--- src/rtl/flappy_pkg.sv ---
// Shared Flappy constants and the one-hot game state encoding, used by the
// game controller, pipe mover and renderer.
package flappy_pkg;

    typedef enum logic [3:0] {
        START_SCREEN = 4'b0001,
        IN_GAME      = 4'b0010,
        PAUSE        = 4'b0100,
        END_SCREEN   = 4'b1000
    } game_state_t;

    localparam int NUM_PIPES   = 4;
    localparam int PIPE_SIZE_X = 78;
    localparam int GAP_SIZE    = 128;
    localparam int BIRD_SIZE   = 32;
    localparam int PLAY_HEIGHT = 420;

    localparam int PIPE_IDX_W  = $clog2(NUM_PIPES);
    localparam int SCAN_IDX_W  = $clog2(NUM_PIPES + 1);

endpackage

--- src/rtl/pipe_hit_check.sv ---
// Combinational bird-vs-pipe test: hit when the boxes overlap in x and the
// bird is not fully inside the vertical gap. Touching edges do not count.
module pipe_hit_check
    import flappy_pkg::*;
(
    input  logic signed [31:0] bird_x,
    input  logic signed [31:0] bird_y,
    input  logic signed [31:0] pipe_x,
    input  logic signed [31:0] pipe_y,
    output logic               hit
);

    logic x_overlap;
    logic outside_gap;

    // NOTE: every variable is assigned on every path through this block, so no latch is inferred.
    always_comb begin
        x_overlap   = (bird_x < pipe_x + PIPE_SIZE_X) && (bird_x + BIRD_SIZE > pipe_x);
        outside_gap = (bird_y < pipe_y) || (bird_y + BIRD_SIZE > pipe_y + GAP_SIZE);
        hit         = x_overlap && outside_gap;
    end

endmodule

--- src/rtl/game_controller.sv ---
// Flappy top-level game FSM with a per-frame serial collision scan (one pipe per
// cycle, then the floor). Define CEILING_COLLISION_EN to make birdY < 0 a hit.
module game_controller
    import flappy_pkg::*;
(
    input  logic               clk,
    input  logic               rst,
    input  logic               frame_tick,
    input  logic               key_start,
    input  logic               key_pause,
    input  logic        [31:0] birdX,
    input  logic signed [31:0] birdY,
    input  logic signed [31:0] pipeX_1,
    input  logic signed [31:0] pipeX_2,
    input  logic signed [31:0] pipeX_3,
    input  logic signed [31:0] pipeX_4,
    input  logic        [31:0] pipeY_1,
    input  logic        [31:0] pipeY_2,
    input  logic        [31:0] pipeY_3,
    input  logic        [31:0] pipeY_4,
    input  logic        [31:0] score_count,
    output logic         [3:0] game_state,
    output logic               collision,
    output logic        [31:0] high_score
);

    game_state_t           state;
    logic                  start_q;
    logic                  pause_q;
    logic                  scan_busy;
    logic [SCAN_IDX_W-1:0] scan_idx;
    logic                  hit_acc;

    logic                  start_edge;
    logic                  pause_edge;
    logic                  scan_last;
    logic                  pipe_hit;
    logic                  floor_hit;
    logic                  ceiling_hit;
    logic                  frame_hit;
    logic [PIPE_IDX_W-1:0] pipe_sel;
    logic signed [31:0]    pipe_x_arr [NUM_PIPES];
    logic signed [31:0]    pipe_y_arr [NUM_PIPES];

    assign start_edge = key_start & ~start_q;
    assign pause_edge = key_pause & ~pause_q;

    assign pipe_x_arr[0] = pipeX_1;
    assign pipe_x_arr[1] = pipeX_2;
    assign pipe_x_arr[2] = pipeX_3;
    assign pipe_x_arr[3] = pipeX_4;
    assign pipe_y_arr[0] = pipeY_1;
    assign pipe_y_arr[1] = pipeY_2;
    assign pipe_y_arr[2] = pipeY_3;
    assign pipe_y_arr[3] = pipeY_4;

    // One checker shared by all pipes; the scan index selects which pipe it sees.
    assign pipe_sel  = scan_idx[PIPE_IDX_W-1:0];
    assign scan_last = (scan_idx == SCAN_IDX_W'(NUM_PIPES));

    pipe_hit_check u_pipe_hit_check (
        .bird_x (birdX),
        .bird_y (birdY),
        .pipe_x (pipe_x_arr[pipe_sel]),
        .pipe_y (pipe_y_arr[pipe_sel]),
        .hit    (pipe_hit)
    );

    assign floor_hit = (birdY + BIRD_SIZE) >= PLAY_HEIGHT;

`ifdef CEILING_COLLISION_EN
    assign ceiling_hit = birdY[31];
`else
    assign ceiling_hit = 1'b0;
`endif

    assign frame_hit  = hit_acc | floor_hit | ceiling_hit;
    assign game_state = state;

    // NOTE: sequential state uses <= so every branch reads the pre-edge values.
    always_ff @(posedge clk or posedge rst) begin
        if (rst) begin
            state      <= START_SCREEN;
            collision  <= 1'b0;
            high_score <= '0;
            start_q    <= 1'b0;
            pause_q    <= 1'b0;
            scan_busy  <= 1'b0;
            scan_idx   <= '0;
            hit_acc    <= 1'b0;
        end else begin
            start_q <= key_start;
            pause_q <= key_pause;
            unique case (state)
                START_SCREEN: begin
                    if (start_edge) begin
                        state     <= IN_GAME;
                        collision <= 1'b0;
                    end
                end
                IN_GAME: begin
                    if (scan_busy && scan_last) begin
                        // Resolve cycle: a hit outranks a pause arriving on the same edge.
                        scan_busy <= 1'b0;
                        if (frame_hit) begin
                            state     <= END_SCREEN;
                            collision <= 1'b1;
                            if (score_count > high_score)
                                high_score <= score_count;
                        end else if (pause_edge) begin
                            state <= PAUSE;
                        end
                    end else if (pause_edge) begin
                        state     <= PAUSE;
                        scan_busy <= 1'b0;
                    end else if (scan_busy) begin
                        hit_acc  <= hit_acc | pipe_hit;
                        scan_idx <= scan_idx + 1'b1;
                    end else if (frame_tick) begin
                        scan_busy <= 1'b1;
                        scan_idx  <= '0;
                        hit_acc   <= 1'b0;
                    end
                end
                PAUSE: begin
                    if (pause_edge)
                        state <= IN_GAME;
                end
                END_SCREEN: begin
                    if (start_edge)
                        state <= START_SCREEN;
                end
                default: state <= START_SCREEN;
            endcase
        end
    end

endmodule
--- config.mk ---
export PLATFORM = sky130hd
export DESIGN_NAME = game_controller
export DESIGN_NICKNAME = d
export VERILOG_FILES = /design/src/rtl/flappy_pkg.sv /design/src/rtl/pipe_hit_check.sv /design/src/rtl/game_controller.sv
export SDC_FILE = /design/constraint.sdc
export NUM_CORES = 1
export LEC_CHECK = 0
export BUFFER_PORTS_ARGS = -buffer_cell sky130_fd_sc_hd__buf_2
export CORE_MARGIN = 1
export CORE_UTILIZATION = 25
export CTS_BUF_LIST = sky130_fd_sc_hd__clkbuf_4 sky130_fd_sc_hd__clkbuf_8
export CTS_CLUSTER_DIAMETER = 150
export CTS_CLUSTER_SIZE = 24
export DETAILED_ROUTE_END_ITERATION = 10
export GPL_TIMING_DRIVEN = 0
export PLACE_DENSITY = 0.56
export SKIP_LAST_GASP = 1
export SLEW_MARGIN = 0
export SYNTH_ARGS = -nofsm -noshare
export SYNTH_HDL_FRONTEND = slang
export SYNTH_HIERARCHICAL = 1
export SYNTH_SLANG_ARGS = --single-unit
--- constraint.sdc ---
create_clock -name clk -period 5.91 [get_ports clk]
set_input_delay 0.591 -clock clk [delete_from_list [all_inputs] [get_ports clk]]
set_output_delay 0.591 -clock clk [all_outputs]
set_load 0.01 [all_outputs]
* Word level (Yosys, flattened, before mapping)
Index checks and enable logic that the tools add are counted.
** Storage, ports and cells
- Logic and storage cells :: 74
- Bits in latches :: 0
- ROM bits :: 0
- Memory bits (writable) :: 0
- Register bits after elaboration :: 44
- Memories kept :: 0
** Cells by class
- Shifts and indexed selects :: 0
- Add/sub/neg operators :: 5
- Equality and inequality tests :: 10
- Reductions and logical operators :: 10
- Mux-type cells :: 25
- $lt $le $gt $ge :: 7
- Div/mod/pow operators :: 0
- Multiply operators :: 0
- Bitwise operators :: 9
** Operators by type and width (count)
- $bmux 32 s2 :: 2
- $mux 32 :: 4
- $gt 32x32->1 :: 3
- $add 32x7->32 const B :: 2
- $lt 32x32->1 :: 2
- $add 32x8->32 const B :: 1
- $add 32x9->32 const B :: 1
- $ge 32x10->1 const B :: 1
- $mux 4 :: 6
- $pmux 4 s4 :: 1
- $reduce_and 4->1 :: 3
- $ne 2x2->1 const B :: 5
- $mux 1 :: 9
- $mux 3 :: 2
- $eq 4x1->1 const B :: 1
- $eq 4x2->1 const B :: 1
- $eq 4x3->1 const B :: 1
- $eq 4x4->1 const B :: 1
- $not 1->1 :: 4
- $reduce_bool 2->1 :: 2
- $add 3x1->3 const B :: 1
- $eq 3x3->1 const B :: 1
- $ge 3x3->1 const B :: 1
- $logic_and 1x1->1 :: 3
- 6 further kinds :: 8

* Logic depth before layout (Yosys ltp)
Gate-level depths: netlist of run 1.
- Word-level depth :: 10
- Mapped depth :: 25

* Hierarchy
The synthesis of run 1 kept the hierarchy.
** By module, submodules not included
- game_controller :: area an instance 4780.8 µm², seq. area each 1102.3 µm², cells each 414, instances 1
- pipe_hit_check :: area an instance 4638.2 µm², seq. area each 0.0 µm², cells each 646, instances 1

* Least setup slack after synthesis of run 1
Ideal clock, no wire load.
- Path kind :: register -> register
- Start point :: register scan_idx[0]
- End point :: register hit_acc
- Path buffers :: 3
- Data arrival time :: 4.817 ns
- Path slack :: 0.974 ns
- Library setup time :: 0.119 ns
- Stages on the path, launching flop included :: 22
- Period minus slack after synthesis :: 4.936 ns
- Cells stage by stage :: dfrtp_1 -> clkbuf_1 -> buf_1 -> buf_1 -> mux4_2 -> ha_1 -> nand3_1 -> nor3_1 -> nand2_1 -> nor2_1 -> nand3_1 -> xnor2_1 -> ha_1 -> nand4_1 -> or4_1 -> a31oi_1 -> a311oi_1 -> or2_2 -> a31oi_1 -> nor3_1 -> a21oi_1 -> nor2_1
** On the way
- Longest elaborated chain between the ends :: 10
** RTL lines
- from (decl) :: line game_controller.sv:31 : logic [SCAN_IDX_W-1:0] scan_idx;
- from (signal assigned) :: line game_controller.sv:118 : scan_idx <= scan_idx + 1'b1;
- $not 2->3 (implied by the code) (*) :: line game_controller.sv:64, game_controller.sv:65
- $bmux 32 s2 (on tied branches) :: line game_controller.sv:64, game_controller.sv:65
- $mux 32 (on tied branches) (2 in series) :: line game_controller.sv:64, game_controller.sv:65
- $add 32x8->32 or $add 32x9->32 (tied branches) :: line pipe_hit_check.sv:18, pipe_hit_check.sv:19
- $lt 32x32->1 or $gt 32x32->1 (tied branches) :: line pipe_hit_check.sv:18, pipe_hit_check.sv:19
- $logic_and 1x1->1 or $logic_or 1x1->1 (tied branches) :: line pipe_hit_check.sv:18, pipe_hit_check.sv:19
- $logic_and 1x1->1 (*) :: line pipe_hit_check.sv:20 : hit = x_overlap && outside_gap;
- via pipe_hit :: line game_controller.sv:37 : logic pipe_hit;
- $or 1x1->1 (*) :: line game_controller.sv:117 : hit_acc <= hit_acc | pipe_hit;
- $mux 1 (*) :: line game_controller.sv:116 : end else if (scan_busy) begin
- to (signal assigned) :: line game_controller.sv:117
- to (decl) :: line game_controller.sv:32 : logic hit_acc;
Mark *: on every way through the listed nets, which the timed path passes. The rest lies on a longest branch. The select of a mux whose other input is x is not followed.
A chain may end at the register's enable or synchronous reset.

* Final worst setup path of run 1
Same ends and word-level chain as after synthesis.

==> results by group, run 1 <==
Clocking
  • CTS Buffer Depth: 2
  • H-tree depth: 2
  • CTS sink cnt: 44
  • CTS clock-pin slew for the worst setup and hold paths: 90 ps
  • Worst skew pair latency: 300 ps
  • CTS tree: yes
  • CTS Hold Bufs: 0
  • Clk root buf: clkbuf_8
  • Postcts setup bufs: 0
  • Total CTS buffers: 5

Run
  • Max-cap violations: 0

Drt
  • Detail Route Antenna Nets: 0
  • Vias post-DR: 9,665
  • Vias per cell: 4.91
  • DRC Markers: 0
  • Drt first pass iters: 4
  • Avg WL per Cell: 16.3 um
  • Drt total wl: 32,100 um
  • Iter 0 DRT Violations: 326

GRT
  • Largest net degree at the start of global routing: 31
  • Grt ovf: 0
  • Met2 Track Usage GR: 0.295
  • First-pass GRT wire length: 50,000 um
  • M3 GR Usage: 0.0223
  • Gr usage total: 0.162
  • Met1 usage in global routing: 0.203
  • Top Usage Layer GRT: met2
  • Vias in the first global route: 9,614
  • Antenna violations before repair: 4

Yosys
  • Gate Count Post-Synth: 1,060
  • Top-area cell type share of the netlist area: 0.214
  • Sequential-to-total area share from yosys stat: 0.117
  • Mean post-synth cell area: 8.89 um^2
  • Asr flop ratio synth: 1.00
  • Net count after synthesis: 1,578
  • #FFs+latches synth: 44
  • Netlist cell types: 71
  • Most common library cells after synthesis: ha_1, inv_1, xnor2_1
  • Synth area leaders: ha_1, mux4_2, dfrtp_1
  • Top-count cell post-synth: ha_1
  • Synth Cell Area: 9420 um^2
  • Yosys warns: 6
  • Post-synth EDFFs: 0
  • Ys flop type: dfrtp_1
  • Largest area contributor in the netlist: ha_1

Setup path
  • CP arrival: 5680 ps
  • Setup crit end kind: register
  • R2R Path End: hit_acc
  • R2R Setup Slk: 410 ps
  • Req. time, crit path: 6100 ps
  • R2R depth: 21
  • Worst setup SP type: register
  • Worst Path Max Fanout: 10
  • Crit. Startpoint: scan_idx[0]
  • Crit path capture: hit_acc
  • Reg2Reg Launch Point: scan_idx[0]
  • CP Class: reg -> reg

Finish
  • Register area: 1100 um^2
  • Area of the multi-input gates: 7790 um^2
  • Final Core Density: 0.331
  • Post-Layout Cell Count: 1,970
  • Layout fillers: 3,904
  • Ratio of cells with drive above 1 in the final layout: 0.368
  • Synthesis-to-finish area growth: 29.4%
  • Final net count: 1,979

Placed design
  • DP HPWL: 28,000 um
  • Dpl cells: 1,958
  • GP Congestion: 0.885
  • DP Worst Slack: -1140 ps
  • Port Buf Inserts: 393

Die
  • Initial Utilization: 0.255
  • Die ar.: 38,500 um^2
  • Core outline area: 36,900 um^2
  • Die Ht: 196 um
  • Die Width: 196 um
  • Cell row count: 70
  • I/O pins: 394

STA
  • PnR worst setup slack: 413 ps
  • Worst clock skew: 11.7 ps
  • Worst Max-Slew Pin Slew: 1010 ps
  • WHS: 254 ps
  • Finish-stage setup viols: 0
  • Final hold vios: 0
  • Slew HR: 0.328
  • Fin crit share: 0.930
  • Period minus WS final: 5500 ps
  • FMAX: 182 MHz
  • Pins Over Slew Limit: 0

Power and ir drop
  • Leak: 0.00575 uW
  • Power density over the cells: 203 nW/um^2
  • Max VDD drop: 0.0722 mV

Outcome
  • Status: finished, final reports clean

Worst hold path
  • Worst min-delay path class: in -> async
cells by family after synthesis:
group                      synth area share
and+or+nand+nor                       0.192
AOI/OAI and AO/OA                     0.119
adders and majority gates             0.214
buffers and inverters                0.0586
xor gates and xnor gates             0.0986
muxes                                 0.200
DFF                                   0.117
critical path, stage by stage (launching register included):
cell,delay [ps]
dfrtp_1,350
clkbuf_1,200
buf_6,260
buf_4,280
mux4_2,350
ha_1,210
nand3_1,260
nor3_4,370
nand2_1,130
nor2_1,240
nand3_1,160
xnor2_1,150
ha_1,330
nand4_1,160
or4_1,660
a31oi_2,340
a311oi_1,100
or2_2,280
a31oi_1,250
nor3_1,90
a21oi_1,140
nor2_1,60
routing by layer:
| layer | part of all wire | vias up |
|---|---|---|
| met5 | 0.00037 | - |
| met4 | 0.011 | 2 |
| met3 | 0.048 | 23 |
| met2 | 0.50 | 275 |
| met1 | 0.44 | 4592 |
| li1 | - | 4773 |
worst min path at each step:
stage / endpoint / startpoint
after floorplan: hit_acc / hit_acc
after global placement: high_score[31] / high_score[31]
after detailed placement: collision / collision
after CTS: high_score[1] / rst
after global routing: start_q / rst
final: high_score[1] / rst
stage by stage:
step,setup TNS [ps],power [uW],area (um^2)
finish,0,2470,12200
global route,-3.96,2750,12200
CTS,0,2510,12200
detailed placement,-1140,2260,12000
global placement,-1090,2220,12000
floorplan,0,1700,9420
report_power, final:
part           switching, uW  internal [uW]  total [uW]
combinational           1040            887        1930
clock                    108            112         219
sequential              8.71            314         322
total                   1160           1310        2470
what timing repair did:
item,4_1_cts,5_1_grt
gates resized for setup,15,10
endpoints found under the hold margin,0,0
setup endpoints to repair,1,1
gates cloned,0,0
registers in the layout (all words and copies together), names as in the netlist:
signal and count:
collision 1, game_state 4, high_score 32, hit_acc 1
pause_q 1, scan_busy 1, scan_idx 3, start_q 1
area by class of cell:
type | count | share of cell area
sequential | 44 | 0.0904
multi-input combinational | 876 | 0.639
clock buffer | 8 | 0.00852
timing repair buffer | 394 | 0.163
inverter | 115 | 0.0354
buffer | 25 | 0.0114
tap | 504 | 0.0517
antenna | 4 | 0.000821
cells in the final DEF (no fill, tap or decap), types with 5 or more instances in the layout:
cell type	instances
dfrtp_1	43
a2111oi_0	5
o21ai_0	35
xnor2_1	92
ha_1	161
nand2_1	77
nand2b_1	6
buf_2	398
a211oi_1	7
nand3_1	52
clkbuf_1	12
nor2b_1	12
nor2_1	49
nor3_1	22
and4_1	16
nand4_1	49
mux2_4	11
a31oi_1	11
a21o_1	16
mux2_2	23
mux4_2	64
or2_2	6
nor4_1	7
a21oi_1	54
a221oi_1	5
xor2_1	14
inv_1	113
clkbuf_8	7
and3_1	15
No activity file was read; power rests on OpenSTA's default activity.
==> run 2: changes to the inputs <==
--- a/config.mk
+++ b/config.mk
@@ -5,7 +5,10 @@
 export SDC_FILE = /design/constraint.sdc
 export NUM_CORES = 1
 export LEC_CHECK = 0
+export ABC_AREA = 0
 export BUFFER_PORTS_ARGS = -buffer_cell sky130_fd_sc_hd__buf_2
+export CELL_PAD_IN_SITES_DETAIL_PLACEMENT = 0
+export CELL_PAD_IN_SITES_GLOBAL_PLACEMENT = 1
 export CORE_MARGIN = 1
 export CORE_UTILIZATION = 25
 export CTS_BUF_LIST = sky130_fd_sc_hd__clkbuf_4 sky130_fd_sc_hd__clkbuf_8
@@ -13,7 +16,7 @@
 export CTS_CLUSTER_SIZE = 24
 export DETAILED_ROUTE_END_ITERATION = 10
 export GPL_TIMING_DRIVEN = 0
-export PLACE_DENSITY = 0.56
+export PLACE_DENSITY = 0.7
 export SKIP_LAST_GASP = 1
 export SLEW_MARGIN = 0
 export SYNTH_ARGS = -nofsm -noshare
==> run 2 against run 1 <==
Clock skew shrank 0.99 ps. Global-route usage grew 0.28 points. Critical endpoint unchanged. Sequential share of layout area is essentially flat. Clock power grew 9.1%. Critical path type unchanged.
==> results by group, run 2 (same netlist as run 1, synthesis figures left out) <==
Run
  • Max-cap violations: 0 (unchanged)

Die
  • Initial Utilization: 0.255 (unchanged)
  • Die Ht: 196 um (unchanged)
  • Die Width: 196 um (unchanged)
  • Core outline area: 36,900 um^2 (unchanged)
  • Die ar.: 38,500 um^2 (unchanged)
  • I/O pins: 394 (unchanged)
  • Cell row count: 70 (unchanged)

Setup path
  • Worst setup SP type: register (unchanged)
  • CP arrival: 5540 ps (was 5680 ps)
  • CP Class: reg -> reg (unchanged)
  • Worst-path cell chain: clkbuf_1, buf_6, buf_2, mux4_2, inv_1, nor3_1, and3_1, nand2_1, nor2_1, nand3_1, xnor2_1, ha_1, nand4_1, or4_1, a31oi_2, a311oi_1, or2_2, a31oi_1, nor3_1, a21oi_1, nor2_1 (was clkbuf_1, buf_6, buf_4, mux4_2, ha_1, nand3_1, nor3_4, nand2_1, nor2_1, nand3_1, xnor2_1, ha_1, nand4_1, or4_1, a31oi_2, a311oi_1, or2_2, a31oi_1, nor3_1, a21oi_1, nor2_1)
  • Req. time, crit path: 6100 ps (about the same)
  • Setup crit end kind: register (unchanged)
  • Worst Path Max Fanout: 10 (unchanged)
  • Max stage delay on crit path: 680 ps (was 660 ps)
  • CP max stage cell: or4_1 (unchanged)
  • Buf/Inv on CP: 4 (was 3)
  • Delay-heaviest family, CP: simple AND/OR/NAND/NOR gates (unchanged)

Clocking
  • H-tree depth: 2 (unchanged)
  • Worst skew pair latency: 300 ps (about the same)
  • Resized cells post-CTS: 13 (was 15)
  • Total CTS buffers: 5 (unchanged)
  • Postcts setup bufs: 0 (unchanged)
  • CTS Hold Bufs: 0 (unchanged)
  • CTS Buffer Depth: 2 (unchanged)
  • CTS tree: yes (unchanged)
  • Clk root buf: clkbuf_8 (unchanged)
  • CTS clock-pin slew for the worst setup and hold paths: 90 ps (about the same)
  • CTS sink cnt: 44 (unchanged)

STA
  • RSZ-0062 raised after global routing: false
  • PnR worst setup slack: 562 ps (was 413 ps)
  • FMAX: 187 MHz (was 182 MHz)
  • Finish-stage setup viols: 0 (unchanged)
  • Period minus WS final: 5350 ps (was 5500 ps)
  • Fin crit share: 0.905 (was 0.930)
  • Pins Over Slew Limit: 0 (unchanged)
  • Worst Max-Slew Pin Slew: 1000 ps (was 1010 ps)
  • Slew HR: 0.333 (was 0.328)
  • Final hold vios: 0 (unchanged)
  • Worst clock skew: 10.7 ps (was 11.7 ps)

Drt
  • DRC Markers: 0 (unchanged)
  • Drt total wl: 32,400 um (was 32,100 um)
  • Vias per cell: 4.89 (was 4.91)
  • Detail Route Antenna Nets: 0 (unchanged)
  • Drt first pass iters: 5 (was 4)
  • Iter 0 DRT Violations: 349 (was 326)
  • Avg WL per Cell: 16.5 um (was 16.3 um)
  • Vias post-DR: 9,613 (was 9,665)

GRT
  • Antenna violations before repair: 2 (was 4)
  • Vias in the first global route: 9,779 (was 9,614)
  • Grt ovf: 0 (unchanged)
  • Largest net degree at the start of global routing: 26 (was 31)
  • First-pass GRT wire length: 51,100 um (was 50,000 um)
  • Gr usage total: 0.165 (was 0.162)

Finish
  • Commonest non-fill, non-tap cell in the layout: buf_2 (unchanged)
  • Inserted Diodes: 0 (was 4)
  • Commonest non-fill, non-tap cells in the layout: buf_2, ha_1, inv_1, xnor2_1, nand2_1 (unchanged)
  • Final Core Density: 0.331 (about the same)
  • Most flop-heavy register: high_score (unchanged)
  • Max FFs per register: 32 (unchanged)
  • Synthesis-to-finish area growth: 29.4% (about the same)
  • Final net count: 1,979 (unchanged)
  • Ratio of cells with drive above 1 in the final layout: 0.368 (unchanged)

Worst hold path
  • Worst min-delay path class: in -> async (unchanged)

Placed design
  • DP Worst Slack: -1130 ps (was -1140 ps)
  • GP Congestion: 0.865 (was 0.885)
  • Port Buf Inserts: 393 (unchanged)
  • DP HPWL: 28,400 um (was 28,000 um)

Power and ir drop
  • Leak: 0.00575 uW (about the same)
  • Power density over the cells: 203 nW/um^2 (about the same)
  • Final total power: 2480 uW (was 2470 uW)
  • Max VDD drop: 0.0953 mV (was 0.0722 mV)

Outcome
  • Status: finished, final reports clean (unchanged)
[run 2: worst paths after layout]
path,start,endpoint,slack [ps],cells past startpoint
worst max-delay path,scan_idx[0],hit_acc,560,21
worst min-delay path,rst,high_score[0],300,2
worst max register to register,scan_idx[0],hit_acc,560,21
worst min register to register,collision,collision,500,2
max in group asynchronous,rst,game_state[0],5030,3
min in group clk,key_start,start_q,410,1
[run 2: layer usage]
layer	share of wire	track usage	up-vias	routed length, um
met5	0.00083	0	-	27
met4	0.0097	0.0237	4	315
met3	0.044	0.0196	26	1440
met2	0.50	0.301	257	16200
met1	0.45	0.210	4552	14400
li1	-	-	4774	-
[run 2: worst register-to-register path, cell delays in order (launching register included)]
cell,delay (ps)
dfrtp_1,350
clkbuf_1,210
buf_6,250
buf_2,400
mux4_2,370
inv_1,80
nor3_1,340
and3_1,240
nand2_1,80
nor2_1,230
nand3_1,150
xnor2_1,150
ha_1,320
nand4_1,190
or4_1,680
a31oi_2,300
a311oi_1,100
or2_2,280
a31oi_1,220
nor3_1,100
a21oi_1,130
nor2_1,60
[run 2: power breakdown]
part	internal, uW	switching (uW)
Combinational	886	1030
Clock	130	109
Sequential	314	8.77
[run 2: metrics by stage]
stage               hold WS, ps  area, um^2  instances  setup TNS [ps]
detailed placement          487       12000       1958           -1130
global placement            509       12000       1957           -1090
CTS                         307       12200       1966               0
floorplan                   523        9420       1060               0
finish                      300       12200       1966               0
global route                335       12200       1966               0
[run 2: layout make-up]
cell class / instances / area, um^2
Sequential cell: 44 / 1100
Multi-Input combinational cell: 876 / 7790
Inverter: 115 / 432
Clock inverter: 2 / 35.0
Fill cell: 3962 / 24700
Timing Repair Buffer: 394 / 1990
Clock buffer: 6 / 76.3
Tap cell: 504 / 631
Buffer: 25 / 139
==> run 3: changes to the inputs <==
--- a/config.mk
+++ b/config.mk
@@ -10,13 +10,12 @@
 export CELL_PAD_IN_SITES_DETAIL_PLACEMENT = 0
 export CELL_PAD_IN_SITES_GLOBAL_PLACEMENT = 1
 export CORE_MARGIN = 1
-export CORE_UTILIZATION = 25
+export CORE_UTILIZATION = 36
 export CTS_BUF_LIST = sky130_fd_sc_hd__clkbuf_4 sky130_fd_sc_hd__clkbuf_8
 export CTS_CLUSTER_DIAMETER = 150
 export CTS_CLUSTER_SIZE = 24
 export DETAILED_ROUTE_END_ITERATION = 10
-export GPL_TIMING_DRIVEN = 0
-export PLACE_DENSITY = 0.7
+export PLACE_DENSITY = 0.92
 export SKIP_LAST_GASP = 1
 export SLEW_MARGIN = 0
 export SYNTH_ARGS = -nofsm -noshare
==> run 3 against run 2 <==
Critical path depth down 3. Largest cell class unchanged. Sequential share of layout area up 0.30 points. Design area down 2.8%.
==> results by group, run 3 (same netlist as run 1, synthesis figures left out) <==
Finish
  • Final net count: 1,959 (was 1,979)
  • Commonest non-fill, non-tap cell in the layout: buf_2 (unchanged)
  • Final Core Density: 0.466 (was 0.331)
  • Commonest non-fill, non-tap cells in the layout: buf_2, ha_1, inv_1, xnor2_1, nand2_1 (unchanged)
  • Area of the multi-input gates: 7760 um^2 (was 7790 um^2)
  • Most flop-heavy register: high_score (unchanged)
  • Ratio of cells with drive above 1 in the final layout: 0.368 (about the same)
  • Post-Layout Cell Count: 1,774 (was 1,966)
  • Synthesis-to-finish area growth: 25.8% (was 29.4%)
  • Layout fillers: 2,516 (was 3,962)
  • Register area: 1110 um^2 (was 1100 um^2)
  • Max FFs per register: 32 (unchanged)

Placed design
  • DP HPWL: 25,600 um (was 28,400 um)
  • Dpl cells: 1,764 (was 1,958)
  • Port Buf Inserts: 393 (unchanged)
  • GP Congestion: 0.851 (was 0.865)

STA
  • FMAX: 196 MHz (was 187 MHz)
  • Slew HR: 0.333 (about the same)
  • Setup TNS: 0 ps (unchanged)
  • RSZ-0062 raised after global routing: false (unchanged)
  • Worst Max-Slew Pin Slew: 999 ps (was 1000 ps)
  • Worst clock skew: 19.0 ps (was 10.7 ps)
  • Fin crit share: 0.863 (was 0.905)
  • Finish-stage setup viols: 0 (unchanged)
  • WHS: 392 ps (was 300 ps)
  • Pins Over Slew Limit: 0 (unchanged)
  • Final hold vios: 0 (unchanged)
  • Period minus WS final: 5100 ps (was 5350 ps)

Power and ir drop
  • Power density over the cells: 207 nW/um^2 (was 203 nW/um^2)
  • Max VDD drop: 0.134 mV (was 0.0953 mV)
  • Leak: 0.00567 uW (was 0.00575 uW)

GRT
  • Vias in the first global route: 9,921 (was 9,779)
  • First-pass GRT wire length: 46,900 um (was 51,100 um)
  • Gr usage total: 0.217 (was 0.165)
  • Antenna violations before repair: 3 (was 2)
  • Largest net degree at the start of global routing: 45 (was 26)
  • Grt ovf: 0 (unchanged)

Setup path
  • CP Class: reg -> reg (unchanged)
  • Setup crit end kind: register (unchanged)
  • Worst Path Max Fanout: 24 (was 10)
  • CP arrival: 5310 ps (was 5540 ps)
  • Worst setup SP type: register (unchanged)
  • Req. time, crit path: 6120 ps (was 6100 ps)

Drt
  • Drt first pass iters: 5 (unchanged)
  • Avg WL per Cell: 16.6 um (was 16.5 um)
  • Iter 0 DRT Violations: 414 (was 349)
  • Vias per cell: 5.44 (was 4.89)
  • Vias post-DR: 9,650 (was 9,613)
  • DRC Markers: 0 (unchanged)
  • Drt total wl: 29,400 um (was 32,400 um)
  • Detail Route Antenna Nets: 0 (unchanged)

Clocking
  • H-tree depth: 2 (unchanged)
  • CTS sink cnt: 44 (unchanged)
  • CTS Hold Bufs: 0 (unchanged)
  • CTS Buffer Depth: 2 (unchanged)
  • Postcts setup bufs: 0 (unchanged)
  • Clk root buf: clkbuf_8 (unchanged)
  • Worst skew pair latency: 310 ps (was 300 ps)
  • Resized cells post-CTS: 0 (was 13)
  • CTS clock-pin slew for the worst setup and hold paths: 100 ps (was 90 ps)
  • CTS tree: yes (unchanged)
  • Total CTS buffers: 5 (unchanged)

Die
  • Initial Utilization: 0.371 (was 0.255)
  • Die ar.: 26,800 um^2 (was 38,500 um^2)
  • Die Width: 164 um (was 196 um)
  • Core outline area: 25,400 um^2 (was 36,900 um^2)
  • Cell row count: 58 (was 70)
  • I/O pins: 394 (unchanged)
  • Die Ht: 164 um (was 196 um)

Worst hold path
  • Worst min-delay path class: in -> reg (was in -> async)

Outcome
  • Status: finished, final reports clean (unchanged)

Run
  • Max-cap violations: 0 (unchanged)
run 3: changes by cell type in the layout (fill, tap and decap cells not counted), sizes merged:
cell    previous run  this run
clkbuf            20         6
diode              0         2
buf              405       399
run 3: final timing paths:
check / endpoint / depth (start not counted) / slack, ps / from
worst max-delay path: hit_acc / 18 / 810 / scan_idx[1]
worst min-delay path: start_q / 1 / 390 / key_start
worst max register to register: hit_acc / 18 / 810 / scan_idx[1]
worst min register to register: collision / 2 / 510 / collision
max in group asynchronous: scan_idx[0] / 2 / 4670 / rst
min in group asynchronous: high_score[5] / 2 / 500 / rst
run 3: critical path, cell delays in order, from the launching register on:
cell and delay [ps]:
dfrtp_2 730, buf_4 370, mux4_2 260, nand3_1 190
nor3_1 570, nand2_1 140, nor2_1 240, nand3_1 140
xnor2_1 150, ha_1 320, nand4_1 150, or4_1 590
a31oi_1 250, a311oi_1 100, or2_2 280, a31oi_1 240
nor3_1 90, a21oi_1 130, nor2_1 60
run 3: stage by stage:
step / setup WS [ps] / power, uW / cell area, um^2
2_1_floorplan: 974 / 1700 / 9420
3_3_place_gp: 906 / 2160 / 11700
3_5_place_dp: 796 / 2210 / 11700
4_1_cts: 762 / 2470 / 11800
5_1_grt: 407 / 2710 / 11800
6_report: 811 / 2460 / 11800
run 3: where the power goes:
part | total, uW | internal (uW) | switching, uW | leakage [uW]
logic | 1850 | 879 | 968 | 0.00501
clock network | 249 | 131 | 118 | 0.0000586
registers | 361 | 315 | 45.3 | 0.000600
total | 2460 | 1320 | 1130 | 0.00567
run 3: per-layer routing:
layer,global-route usage,part of all wire,vias to the layer above
li1,-,-,4743
met1,0.249,0.41,4543
met2,0.419,0.51,333
met3,0.0293,0.061,29
met4,0.0505,0.015,2
met5,0,0.00044,-
run 3: final cells by class:
class                      instances  area share
antenna                            2    0.000423
multi-input combinational        876       0.656
clock buffer                       6     0.00644
clock inverter                     2     0.00296
tap                              330      0.0349
inverter                         115      0.0364
sequential                        44      0.0935
timing repair buffer             399       0.170
